## config.mk

```make
export PLATFORM = sky130hd
export DESIGN_NAME = spi_slave_burst
export DESIGN_NICKNAME = d
export VERILOG_FILES = /design/src/rtl/spi_pkg.sv /design/src/rtl/spi_tx_serializer.sv /design/src/rtl/spi_slave_burst.sv
export SDC_FILE = /design/constraint.sdc
export NUM_CORES = 1
export LEC_CHECK = 0
export ABC_AREA = 1
export BUFFER_PORTS_ARGS = -buffer_cell sky130_fd_sc_hd__buf_2
export CAP_MARGIN = 20
export CORE_ASPECT_RATIO = 0.75
export CORE_MARGIN = 4
export CORE_UTILIZATION = 30
export DETAILED_ROUTE_END_ITERATION = 10
export PLACE_DENSITY = 0.55
export SLEW_MARGIN = 10
export SYNTH_ARGS = -nofsm -noshare
export SYNTH_HDL_FRONTEND = slang
export SYNTH_SLANG_ARGS = --single-unit
export TNS_END_PERCENT = 30
```

## constraint.sdc

```tcl
create_clock -name clk -period 4.62 [get_ports clk]
set_input_delay 0.231 -clock clk [delete_from_list [all_inputs] [get_ports clk]]
set_output_delay 0.231 -clock clk [all_outputs]
set_load 0.01 [all_outputs]
```

## src/rtl/spi_pkg.sv

```systemverilog
// Shared types for the SPI-RAM slave: FSM state encoding and the 2-bit command field values.
package spi_pkg;

    typedef enum logic [2:0] {
        IDLE,
        CHK_CMD,
        WRITE,
        READ_ADD,
        READ_DATA
    } spi_state_e;

    localparam logic [1:0] WR_ADDR = 2'b00;
    localparam logic [1:0] WR_DATA = 2'b01;
    localparam logic [1:0] RD_ADDR = 2'b10;
    localparam logic [1:0] RD_DATA = 2'b11;

endpackage

```

## src/rtl/spi_tx_serializer.sv

```systemverilog
// Parallel-in/serial-out MISO shifter, MSB first; first bit visible the cycle after i_load.
// o_last marks the final bit cycle; i_abort drops any transfer in progress and forces the output low.
module spi_tx_serializer #(
    parameter int DATA_WIDTH = 8
) (
    input  logic                  clk,
    input  logic                  rst,
    input  logic                  i_load,
    input  logic                  i_abort,
    input  logic [DATA_WIDTH-1:0] i_data,
    output logic                  o_serial,
    output logic                  o_busy,
    output logic                  o_last
);
    localparam int CW = $clog2(DATA_WIDTH + 1);

    logic [DATA_WIDTH-1:0] r_shift;
    logic [CW-1:0]         r_cnt;

    always_ff @(posedge clk or posedge rst) begin
        if (rst) begin
            r_shift <= '0;
            r_cnt   <= '0;
        end else if (i_abort) begin
            r_shift <= '0;
            r_cnt   <= '0;
        end else if (i_load) begin
            r_shift <= i_data;
            r_cnt   <= CW'(DATA_WIDTH);
        end else if (r_cnt != '0) begin
            r_shift <= {r_shift[DATA_WIDTH-2:0], 1'b0};
            r_cnt   <= r_cnt - CW'(1);
        end
    end

    assign o_busy   = (r_cnt != '0);
    assign o_last   = (r_cnt == CW'(1));
    assign o_serial = o_busy & r_shift[DATA_WIDTH-1];

endmodule

```

## src/rtl/spi_slave_burst.sv

```systemverilog
// SPI slave front end: deserialises {cmd,payload} frames back-to-back under one SS_n and
// returns RAM read data on MISO; early SS_n deassertion aborts the frame with a frame_err pulse.
module spi_slave_burst
    import spi_pkg::*;
#(
    parameter int DATA_WIDTH = 8
) (
    input  logic                  clk,
    input  logic                  rst,
    input  logic                  SS_n,
    input  logic                  MOSI,
    output logic                  MISO,
    output logic [DATA_WIDTH+1:0] rx_data,
    output logic                  rx_valid,
    input  logic [DATA_WIDTH-1:0] tx_data,
    input  logic                  tx_valid,
    output logic                  frame_err
);
    localparam int FRAME_W = DATA_WIDTH + 2;
    localparam int CNT_W   = $clog2(FRAME_W);

    spi_state_e         r_state;
    spi_state_e         w_state_next;
    logic [FRAME_W-2:0] r_shift;
    logic [CNT_W-1:0]   r_bit_cnt;
    logic               r_rd_addr_seen;
    logic [FRAME_W-1:0] r_rx_data;
    logic               r_rx_valid;
    logic               r_frame_err;

    logic w_sample, w_done, w_abort, w_err, w_tx_load;
    logic w_tx_busy, w_tx_last, w_tx_serial;
    logic w_last_bit;

    assign w_last_bit = (r_bit_cnt == CNT_W'(FRAME_W - 1));

    always_ff @(posedge clk or posedge rst) begin
        if (rst) r_state <= IDLE;
        else     r_state <= w_state_next;
    end

    // r_bit_cnt == 0 inside READ_DATA means the frame is done and we are waiting for RAM data.
    always_comb begin
        w_state_next = r_state;
        w_sample     = 1'b0;
        w_done       = 1'b0;
        w_abort      = 1'b0;
        w_err        = 1'b0;
        w_tx_load    = 1'b0;
        if (r_state != IDLE && SS_n) begin
            w_state_next = IDLE;
            w_abort      = 1'b1;
            w_err        = (r_bit_cnt != '0) || w_tx_busy;
        end else begin
            case (r_state)
                IDLE: begin
                    if (!SS_n) w_state_next = CHK_CMD;
                end
                CHK_CMD: begin
                    w_sample = 1'b1;
                    if (!MOSI)               w_state_next = WRITE;
                    else if (r_rd_addr_seen) w_state_next = READ_DATA;
                    else                     w_state_next = READ_ADD;
                end
                WRITE, READ_ADD: begin
                    w_sample = 1'b1;
                    if (w_last_bit) begin
                        w_done       = 1'b1;
                        w_state_next = CHK_CMD;
                    end
                end
                READ_DATA: begin
                    if (w_tx_busy) begin
                        if (w_tx_last) w_state_next = CHK_CMD;
                    end else if (r_bit_cnt == '0) begin
                        w_tx_load = tx_valid;
                    end else begin
                        w_sample = 1'b1;
                        w_done   = w_last_bit;
                    end
                end
                default: w_state_next = IDLE;
            endcase
        end
    end

    always_ff @(posedge clk or posedge rst) begin
        if (rst) begin
            r_shift        <= '0;
            r_bit_cnt      <= '0;
            r_rd_addr_seen <= 1'b0;
            r_rx_data      <= '0;
            r_rx_valid     <= 1'b0;
            r_frame_err    <= 1'b0;
        end else begin
            r_rx_valid  <= w_done;
            r_frame_err <= w_err;
            if (w_abort) begin
                r_bit_cnt <= '0;
            end else if (w_sample) begin
                r_shift   <= {r_shift[FRAME_W-3:0], MOSI};
                r_bit_cnt <= w_done ? '0 : r_bit_cnt + CNT_W'(1);
            end
            if (w_done) begin
                r_rx_data <= {r_shift, MOSI};
                if (r_state == READ_ADD)       r_rd_addr_seen <= 1'b1;
                else if (r_state == READ_DATA) r_rd_addr_seen <= 1'b0;
            end
        end
    end

    spi_tx_serializer #(
        .DATA_WIDTH (DATA_WIDTH)
    ) u_tx (
        .clk      (clk),
        .rst      (rst),
        .i_load   (w_tx_load),
        .i_abort  (w_abort),
        .i_data   (tx_data),
        .o_serial (w_tx_serial),
        .o_busy   (w_tx_busy),
        .o_last   (w_tx_last)
    );

    assign MISO      = w_tx_serial;
    assign rx_data   = r_rx_data;
    assign rx_valid  = r_rx_valid;
    assign frame_err = r_frame_err;

endmodule

```

==> impl_metrics.yaml <==
setup_path:
  critPathLaunchType: "flop"
  path_class: "flop to flop"
  cp-end-kind: "flop"
  cp_data_arrival_time_ps: 2350
  cp.required_ps: 4820
  path_max_fanout: 12
route:
  drtPass1Iterations: 4
  num_vias: 1620
  ant_nets: 0
  drt_drc_violations_left: 0
  dr.first_iter.drc_count: 63
  avgRoutedWirePerCell_microns: 11.2
  routed_wl_microns: 4110
  via_per_inst: 4.44
cells_and_area:
  diodes: 0
  nets: 298
  final_cells: 365
  drive_above_1_share_pct: 22.1
  final_util_pct: 35.0
  final_area_sq_mm: 0.00239
  synthToLayoutAreaGrowth_pct: 13.3
synthesis:
  synth_fp_nets: 271
  yosysUniqueCellTypes: 24
  synth_commonest_cells: "nand2_1, dfrtp_1, nand3_1"
  synthTopCellsByArea: "dfrtp_1, nand2_1, nand3_1"
  synthFlopType: "dfrtp_1"
  synth-async-reset-ratio_pct: 100
  synth_top_cell_area_share_pct: 48.7
  yosysTopAreaCell: "dfrtp_1"
  synth_edf_count: 0
  synth-seq-area-share_pct: 48.7
  yosysWarnings: 0
  synthCells: 253
  ys_seq_elements: 41
  syn_avg_cell_area_sq_um: 8.33
  yosysMostFrequentCell: "nand2_1"
  synth_area_sq_mm: 0.00211
placed_design:
  hpwl_microns: 2910
  port_buffers: 25
  place_inst: 357
  post-place-ws_ps: 2480
  place_area_sq_mm: 0.00229
  routabilityCongestion: 0.805
clocking:
  cts_hold_buf: 0
  clockRootBuffer: "clkbuf_8"
  cts_setup_buffers: 0
  cts_resized: 0
  clock-sinks: 41
  worstSkewPairLatency_ps: 290
  cts_tree: "done"
  h-tree-depth: 2
  cts_buffers: 5
  clk_pin_slew_worst_paths_ps: 80
  clockBufferDepth: 2
timing:
  finalSetupViolations: 0
  report.final.slew_viol_count: 0
  maxSlewHeadroom_pct: 66.1
  period_needed_ps: 2140
  fin_ws_ps: 2480
  worst_pin_slew_ps: 508
  setup_tns_ps: 0
  skew_ps: 8.32
  period_share_pct: 46.4
  rsz0062_at_grt: "no"
  fmax_mhz: 467
  hold_violations: 0
power:
  switching_share_pct: 41.6
  powerDensity_mw_per_mm2: 515
  power_switching_w: 0.000513
  comb_power_share_pct: 38.5
  power.internal_w: 0.000719
  leakage_nw: 1.36
  seq_power_share_pct: 41.4
  p_clk_share_pct: 20.1
  peakVddDrop_v: 0.000140
die:
  num_io_pins: 26
  initial_core_util_pct: 30.9
  core-area_sq_mm: 0.00683
  die_y_microns: 80.6
  die-area_sq_mm: 0.00845
  die_w_microns: 105
  rows: 26
global_routing:
  antenna_found_initial: 0
  grt_start_max_net_pins: 42
  grt_use_total_pct: 10.5
  grt_pass1_wl_microns: 7220
  overflow: 0
  grt_pass1_vias: 1584
run_status:
  status: "finished, final reports clean"
hold_path:
  min_path_type: "input port to asynchronous set/reset pin"
run:
  maxCapViolCount: 0
[final timing paths]
kind | from | endpoint | slack, ps | cells past startpoint
worst max-delay path | u_tx.r_cnt[0] | r_bit_cnt[1] | 2480 | 8
worst min-delay path | rst | rx_data[0] | 40 | 3
worst max register to register | u_tx.r_cnt[0] | r_bit_cnt[1] | 2480 | 8
worst min register to register | rx_data[2] | rx_data[2] | 480 | 2
max in group asynchronous | rst | u_tx.r_cnt[1] | 4210 | 3
min in group clk | tx_data[0] | u_tx.r_shift[0] | 140 | 3
[registers in the layout, summed over array words and instances, names as in the netlist]
register and cells:
frame_err 1, r_bit_cnt 4, r_rd_addr_seen 1, r_shift 9
r_state 3, rx_data 10, rx_valid 1, u_tx.r_cnt 4
u_tx.r_shift 8
[kinds of logic (layout without fill, tap and decap cells)]
group                      after synthesis  count (layout)  synth area share, %
and+or+nand+nor                        157             157                 34.4
DFF                                     41              41                 48.7
buffers and inverters                   31              59                 7.12
AOI/OAI and AO/OA                       15              15                 5.16
adders and majority gates                5               5                 2.97
xor gates and xnor gates                 4               4                 1.66
[per-stage QoR]
stage	hold WS, ps	total power [W]
after floorplan	341	0.000901
after global placement	402	0.000986
after detailed placement	398	0.000996
after CTS	80.2	0.00125
after global routing	134	0.00134
final	43.1	0.00123
[cells in the final DEF, fill, tap and decap left out, types with 5 or more instances in the layout]
cell type  Yosys  layout
nor2_1         9       9
nand2_1      100     100
ha_1           5       5
nand3_1       25      25
dfrtp_1       41      41
buf_2          1      25
o21ai_0        9       9
nand2_2        8       8
clkbuf_8       0       6
inv_1         20      20
[area by class of cell]
| class | instances | area, sq um |
|---|---|---|
| Multi-Input combinational cell | 181 | 932 |
| Fill cell | 714 | 4440 |
| Timing Repair Buffer | 26 | 133 |
| Inverter | 25 | 96.3 |
| Sequential cell | 41 | 1030 |
| Tap cell | 84 | 105 |
| Clock inverter | 2 | 13.8 |
| Clock buffer | 6 | 82.6 |
[layer usage]
metal	vias up	share of wire, %	routed length (microns)	track usage, %
met1	750	50	2060	14.0
li1	846	-	-	-
met2	18	45	1860	16.9
met3	6	3.2	132	2.49
met4	0	1.3	55	3.54
met5	-	0	0	0
[power by group through the flow]
stage | sequential [W] | combinational [W] | clock (W)
after global placement | 0.000517 | 0.000469 | 0
final | 0.000510 | 0.000474 | 0.000247
after detailed placement | 0.000517 | 0.000480 | 0
after CTS | 0.000510 | 0.000480 | 0.000256
after floorplan | 0.000507 | 0.000394 | 0
after global routing | 0.000522 | 0.000543 | 0.000271
[critical path, cell delays in order, from the launching register on]
cell,delay [ps]
dfrtp_1,380
inv_1,110
ha_1,230
inv_1,100
nor2_4,190
nand3_1,100
nand2_1,310
nand2_1,350
o21ai_0,280
Note: power is estimated with default switching activity, not from simulation.
